[src/rtl/msrv32_pkg.sv]
// msrv32_pkg: shared types and alignment helper for the fetch-address generator
package msrv32_pkg;
    typedef enum logic [1:0] {BOOT, RUN, HOLD} state_e;
    typedef enum logic [1:0] {SRC_NONE, SRC_BRANCH, SRC_MRET, SRC_TRAP} src_e;
    function automatic logic [1:0] low_mask(input bit c_ext);
        return c_ext ? 2'b10 : 2'b00;
    endfunction
endpackage

[src/rtl/msrv32_pc_gen_if.sv]
// msrv32_pc_gen_if: instruction-fetch address bus between pc generator and AHB master
interface msrv32_pc_gen_if #(parameter int XLEN = 32);
    logic            ahb_ready;
    logic [XLEN-1:0] i_addr;
    logic            i_valid;
    modport master (input ahb_ready, output i_addr, i_valid);
    modport slave (output ahb_ready, input i_addr, i_valid);
endinterface

[src/rtl/msrv32_redirect_arb.sv]
// msrv32_redirect_arb: priority select, alignment and misalignment detection of redirects
module msrv32_redirect_arb
    import msrv32_pkg::*;
#(
    parameter int XLEN  = 32,
    parameter int C_EXT = 0
) (
    input  logic            branch_taken,
    input  logic [XLEN-2:0] iaddr,
    input  logic            trap_taken,
    input  logic [XLEN-1:0] trap_address,
    input  logic            mret,
    input  logic [XLEN-1:0] epc,
    output logic [XLEN-1:0] target,
    output src_e            src,
    output logic            misaligned
);
    logic [XLEN-1:0] br, sel;
    assign br = {iaddr, 1'b0};
    assign sel = trap_taken ? trap_address : epc;
    assign misaligned = branch_taken & ~trap_taken & ~mret & (C_EXT == 0) & br[1];
    assign src = trap_taken ? SRC_TRAP : mret ? SRC_MRET :
                 (branch_taken & ~misaligned) ? SRC_BRANCH : SRC_NONE;
    assign target = (trap_taken | mret) ? {sel[XLEN-1:2], sel[1:0] & low_mask(C_EXT != 0)} : br;
endmodule

[src/rtl/msrv32_pc_gen.sv]
// msrv32_pc_gen: registered fetch PC / issue PC generator with buffered redirects
module msrv32_pc_gen
    import msrv32_pkg::*;
#(
    parameter int              XLEN         = 32,
    parameter logic [XLEN-1:0] BOOT_ADDRESS = '0,
    parameter int              C_EXT        = 0
) (
    input  logic                   ms_riscv32_mp_clk_in,
    input  logic                   ms_riscv32_mp_rst_in,
    msrv32_pc_gen_if.master        bus,
    input  logic                   stall_in,
    input  logic                   branch_taken_in,
    input  logic [XLEN-2:0]        iaddr_in,
    input  logic                   trap_taken_in,
    input  logic [XLEN-1:0]        trap_address_in,
    input  logic                   mret_in,
    input  logic [XLEN-1:0]        epc_in,
    output logic [XLEN-1:0]        pc_out,
    output logic [XLEN-1:0]        pc_plus_4_out,
    output logic                   misaligned_instr_out,
    output logic                   redirect_pending_out
);
    localparam logic [XLEN-1:0] INC = XLEN'(C_EXT != 0 ? 2 : 4);
    state_e          state, state_nxt;
    src_e            src, pend_src;
    logic [XLEN-1:0] target, pend_target;
    logic            mis, adv, ev;
    msrv32_redirect_arb #(.XLEN(XLEN), .C_EXT(C_EXT)) u_arb (
        .branch_taken (branch_taken_in),
        .iaddr        (iaddr_in),
        .trap_taken   (trap_taken_in),
        .trap_address (trap_address_in),
        .mret         (mret_in),
        .epc          (epc_in),
        .target       (target),
        .src          (src),
        .misaligned   (mis)
    );
    assign adv = bus.ahb_ready & ~stall_in & (state != BOOT);
    assign ev = src != SRC_NONE;
    assign pc_plus_4_out = pc_out + XLEN'(4);
    assign redirect_pending_out = pend_src != SRC_NONE;
    always_comb begin
        state_nxt = state;
        state_nxt = adv ? RUN : (ev || state == HOLD) ? HOLD : RUN;
    end
    always_ff @(posedge ms_riscv32_mp_clk_in) begin
        if (ms_riscv32_mp_rst_in) state <= BOOT;
        else state <= state_nxt;
    end
    always_ff @(posedge ms_riscv32_mp_clk_in) begin
        if (ms_riscv32_mp_rst_in) begin
            bus.i_addr <= BOOT_ADDRESS;
            bus.i_valid <= 1'b0;
            pc_out <= BOOT_ADDRESS;
            misaligned_instr_out <= 1'b0;
            pend_src <= SRC_NONE;
            pend_target <= '0;
        end else begin
            bus.i_valid <= 1'b1;
            misaligned_instr_out <= mis;
            if (adv) begin
                pc_out <= bus.i_addr;
                bus.i_addr <= ev ? target : redirect_pending_out ? pend_target : bus.i_addr + INC;
                pend_src <= SRC_NONE;
            end else if (ev && src >= pend_src) begin
                pend_src <= src;
                pend_target <= target;
            end
        end
    end
endmodule

[src/flat_wrapper.sv]
// flat-port wrapper written by rule: the top's interface ports become plain ports
module msrv32_pc_gen_flat import msrv32_pkg::*;
#(
    parameter int              XLEN         = 32,
    parameter logic [XLEN-1:0] BOOT_ADDRESS = '0,
    parameter int              C_EXT        = 0
)
  (ms_riscv32_mp_clk_in, ms_riscv32_mp_rst_in, stall_in, branch_taken_in, iaddr_in, trap_taken_in, trap_address_in, mret_in, epc_in, pc_out, pc_plus_4_out, misaligned_instr_out, redirect_pending_out, bus_ahb_ready, bus_i_addr, bus_i_valid);
  msrv32_pc_gen_if #(.XLEN(XLEN)) bus_i ();
  input  logic ms_riscv32_mp_clk_in;
  input  logic ms_riscv32_mp_rst_in;
  input  logic stall_in;
  input  logic branch_taken_in;
  input  logic [XLEN-2:0] iaddr_in;
  input  logic trap_taken_in;
  input  logic [XLEN-1:0] trap_address_in;
  input  logic mret_in;
  input  logic [XLEN-1:0] epc_in;
  output logic [XLEN-1:0] pc_out;
  output logic [XLEN-1:0] pc_plus_4_out;
  output logic misaligned_instr_out;
  output logic redirect_pending_out;
  input wire logic [$bits(bus_i.ahb_ready)-1:0] bus_ahb_ready;
  output wire logic [$bits(bus_i.i_addr)-1:0] bus_i_addr;
  output wire logic [$bits(bus_i.i_valid)-1:0] bus_i_valid;
  assign bus_i.ahb_ready = bus_ahb_ready;
  assign bus_i_addr = bus_i.i_addr;
  assign bus_i_valid = bus_i.i_valid;
  msrv32_pc_gen #(.XLEN(XLEN), .BOOT_ADDRESS(BOOT_ADDRESS), .C_EXT(C_EXT)) u_core (.ms_riscv32_mp_clk_in(ms_riscv32_mp_clk_in), .ms_riscv32_mp_rst_in(ms_riscv32_mp_rst_in), .bus(bus_i), .stall_in(stall_in), .branch_taken_in(branch_taken_in), .iaddr_in(iaddr_in), .trap_taken_in(trap_taken_in), .trap_address_in(trap_address_in), .mret_in(mret_in), .epc_in(epc_in), .pc_out(pc_out), .pc_plus_4_out(pc_plus_4_out), .misaligned_instr_out(misaligned_instr_out), .redirect_pending_out(redirect_pending_out));
endmodule
[config.mk]
export PLATFORM = sky130hd
export DESIGN_NAME = msrv32_pc_gen_flat
export DESIGN_NICKNAME = d
export VERILOG_FILES = /design/src/rtl/msrv32_pkg.sv /design/src/rtl/msrv32_pc_gen_if.sv /design/src/rtl/msrv32_redirect_arb.sv /design/src/rtl/msrv32_pc_gen.sv /design/src/flat_wrapper.sv
export SDC_FILE = /design/constraint.sdc
export NUM_CORES = 1
export LEC_CHECK = 0
export BUFFER_PORTS_ARGS = -buffer_cell sky130_fd_sc_hd__buf_2
export CAP_MARGIN = 20
export CELL_PAD_IN_SITES_DETAIL_PLACEMENT = 1
export CELL_PAD_IN_SITES_GLOBAL_PLACEMENT = 1
export CORE_UTILIZATION = 33
export CTS_BUF_LIST = sky130_fd_sc_hd__clkbuf_8
export DETAILED_ROUTE_END_ITERATION = 8
export HOLD_SLACK_MARGIN = 0.03
export PLACE_DENSITY = 0.74
export SYNTH_ARGS = -nofsm -noshare
export SYNTH_HDL_FRONTEND = slang
export SYNTH_SLANG_ARGS = --single-unit
[constraint.sdc]
create_clock -name ms_riscv32_mp_clk_in -period 3.6 [get_ports ms_riscv32_mp_clk_in]
set_clock_uncertainty 0.2 [all_clocks]
set_input_delay 1.08 -clock ms_riscv32_mp_clk_in [delete_from_list [all_inputs] [get_ports ms_riscv32_mp_clk_in]]
set_output_delay 1.08 -clock ms_riscv32_mp_clk_in [all_outputs]
set_load 0.01 [all_outputs]
==> results.yml <==
layout:
  syn_to_final_growth_pct: 23.46
  antenna_cells: 0
  fin_nets: 1081
  stdcell_area_um2: 7375
  utilization_pct: 42.20
  drive_gt1_share_pct: 26.53
floorplan:
  rows: 48
  io_pins: 201
  die_x_um: 136.5
  coreArea_um2: 17480
  die_area_um2: 18640
  initial_core_util_pct: 34.18
  die_h_um: 136.5
yosys:
  async_flop_share_pct: 0
  ys_seq_area_share_pct: 33.18
  synth_cells: 805
  synth_edf_count: 0
  synth_area_leaders: "dfxtp_1 33%, nand2_1 11%, a21oi_1 7.5%, mux2i_1 5.4%, o21ai_0 5.0%"
  synth_top_area_cell: "dfxtp_1"
  synth_area_um2: 5973
  synth.distinct_cells: 52
  ys_ff_latch: 99
  synth_warnings: 0
  postSynthAreaPerCell_um2: 7.420
  synth_top_area_share_pct: 33.18
  synth_flop_cell: "dfxtp_1"
routing:
  detail_route.iter0.violations: 342
  routed-wl-met2_mm: 8.872
  first_pass_iters: 5
  vias: 6352
  route.antenna.remaining_nets: 0
  met1_length_mm: 10.20
  drc_errors: 0
  wl_per_cell_um: 16.78
  via_per_inst: 5.271
  wl_met3_um: 936
  drt_wl_total_mm: 20.22
  top_layer: "met4"
grt:
  grt_max_degree: 75
  grt_overflow: 0
  grt_pass1_vias: 6116
  grt_usage_pct: 22.01
  antenna_found_initial: 0
  grt_pass1_wl_mm: 32.25
clock_network:
  cts_buffers: 9
  cts_root_buf: "clkbuf_8"
  insertion_delay_ns: 0.37
  clock-sinks: 99
  cts_buffer_depth: 2
  cts_tree: "done"
  clk_pin_slew_ns: 0.09
  cts_max_level: 3
setup_path:
  critPathKind: "reg -> out"
  cpMaxStageDelayCell: "dfxtp_1"
  crit_path_end_kind: "output pin"
  required_ns: 2.32
  rr_endpoint: "u_core.pend_target[6]"
  rr_worst_depth: 7
  r2r_start: "u_core.pend_src[1]"
  path_cells: "nand4_1 -> nor2_1 -> nand4_1 -> buf_4 -> nor4_1 -> xor2_1 -> buf_2"
  cp.arrival_ns: 2.12
  crit_top_cell: "nand4_1"
  crit_fanout: 9
  reg2reg_setup_slack_ns: 1.04
  cp-start-kind: "flip-flop"
  crit_path_max_incr_delay_ns: 0.44
timing:
  rsz0062_at_grt: "false"
  fmax_mhz: 293.8
  holdWs_ns: 0.2590
  setup_viol: 0
  timing.final.crit_share_pct: 94.54
  period_needed_ns: 3.403
  slew_viol_final: 0
  worst_slew_pin_slew_ns: 1.069
  hold_violations: 0
  relSlewSlack_pct: 28.32
  finalSetupTns_ns: 0
placement:
  place_congestion: 0.7778
  post_dp_cell_area_um2: 7134
  numPortBuffers: 193
  place_hpwl_mm: 14.94
outcome:
  status: "finished clean"
power:
  ir_worst_vdd_v: 0.0002198
  pwr_density_cell_nw_per_um2: 344.0
  leakagePower_nw: 3.221
hold_path:
  worstHoldEndpoint: "u_core.pend_target[23]"
  hold_class: "reg -> reg"
  worstHoldStart: "u_core.pend_target[23]"
  hold_path_depth: 2
flow_run:
  cap_viol_max_count: 0
==> report_power, final <==
part	internal (W)	leakage [nW]	switching [W]
Combinational	0.000203	2.30	0.000325
Sequential	0.00116	0.808	0.0000761
Clock	0.000376	0.108	0.000397
Total	0.00174	3.22	0.000798
==> state kept, by name (all words and copies together) (netlist names) <==
| register | count |
|---|---|
| u_core.bus.i_addr | 31 |
| u_core.pc_out | 31 |
| u_core.pend_target | 31 |
| u_core.pend_src | 2 |
| u_core.state | 2 |
| u_core.bus.i_valid | 1 |
| u_core.misaligned_instr_out | 1 |
==> logic make-up after synthesis <==
kind of cell | count (synthesis) | synth area share [%]
xor+xnor | 44 | 6.452
other cells | 1 | 0.06278
flops | 99 | 33.18
simple gates | 335 | 26.64
buf+inv | 77 | 6.074
fa+ha+maj | 4 | 0.8379
mux | 40 | 6.871
compound gates | 205 | 19.88
==> worst max-delay path: cells and delay by family (launching register included) <==
kind / cells / cell delay (ns)
and+or+nand+nor: 4 / 0.82
buffers and inverters: 2 / 0.32
DFF: 1 / 0.44
xor gates and xnor gates: 1 / 0.16
==> layout make-up <==
class,instances,area [um2]
fillers,2281,10100
multi-input cells,631,3655
flip-flops and latches,99,1983
repair buffers,219,1186
well taps,225,281.5
clock buffers,12,165.2
inverters,15,56.30
clock inverters,4,47.55
==> stage by stage <==
| stage | std cells | setup WS, ns | total power (W) |
|---|---|---|---|
| after floorplan | 807 | 0.05655 | 0.001571 |
| after global placement | 1187 | -0.003656 | 0.001774 |
| after detailed placement | 1187 | -0.1057 | 0.001790 |
| after CTS | 1204 | 0.02639 | 0.002562 |
| after global routing | 1205 | 0.01849 | 0.002677 |
| final | 1205 | 0.1967 | 0.002537 |
==> what timing repair did <==
item	4_1_cts	5_1_grt
endpoints found under the setup margin	2	5
buffers inserted	1	1
gates resized for setup	2	2
hold buffers	0	0
==> cells in the mapped netlist (4+ instances only) <==
cell type / instances
nand2_1: 175
dfxtp_1: 99
a21oi_1: 90
o21ai_0: 60
nor2_1: 45
clkbuf_1: 40
mux2i_1: 32
xor2_1: 23
nand4_1: 22
nand3_1: 21
xnor2_1: 21
nor3_1: 20
inv_1: 15
buf_2: 12
and3_1: 11
and2_1: 10
a31oi_1: 8
nor4_1: 8
o211ai_1: 8
a211oi_1: 7
mux2_2: 7
nand2b_1: 6
buf_4: 5
a211o_1: 4
a221oi_1: 4
and4_1: 4
clkbuf_8: 4
ha_1: 4
o32ai_1: 4
==> layout by cell type, fill, tap and decap left out, types with 6 or more instances in the layout <==
master      n
buf_2     193
nand2_1   175
dfxtp_1    98
a21oi_1    90
o21ai_0    60
nor2_1     42
mux2i_1    32
buf_4      24
xor2_1     23
nand4_1    22
nand3_1    21
xnor2_1    21
nor3_1     19
inv_1      15
clkbuf_8   12
and3_1     11
and2_1     10
a31oi_1     8
o211ai_1    8
nor4_1      7
mux2_2      7
a211oi_1    7
nand2b_1    6
==> routing by layer <==
metal  track usage, %  up-vias
met3            2.444       13
met4            5.000        0
met5                0        -
li1                 -     3154
met2            34.35      195
met1            32.16     2990
==> worst max-delay path by stage <==
| stage | startpoint | endpoint |
|---|---|---|
| after floorplan | mret_in | u_core.pend_target[10] |
| after global placement | iaddr_in[0] | u_core.pend_target[7] |
| after detailed placement | iaddr_in[0] | u_core.pend_target[15] |
| after CTS | u_core.pc_out[4] | pc_plus_4_out[19] |
| after global routing | u_core.pc_out[18] | pc_plus_4_out[28] |
| final | u_core.pc_out[11] | pc_plus_4_out[28] |
(Power assumes the default switching activity.)
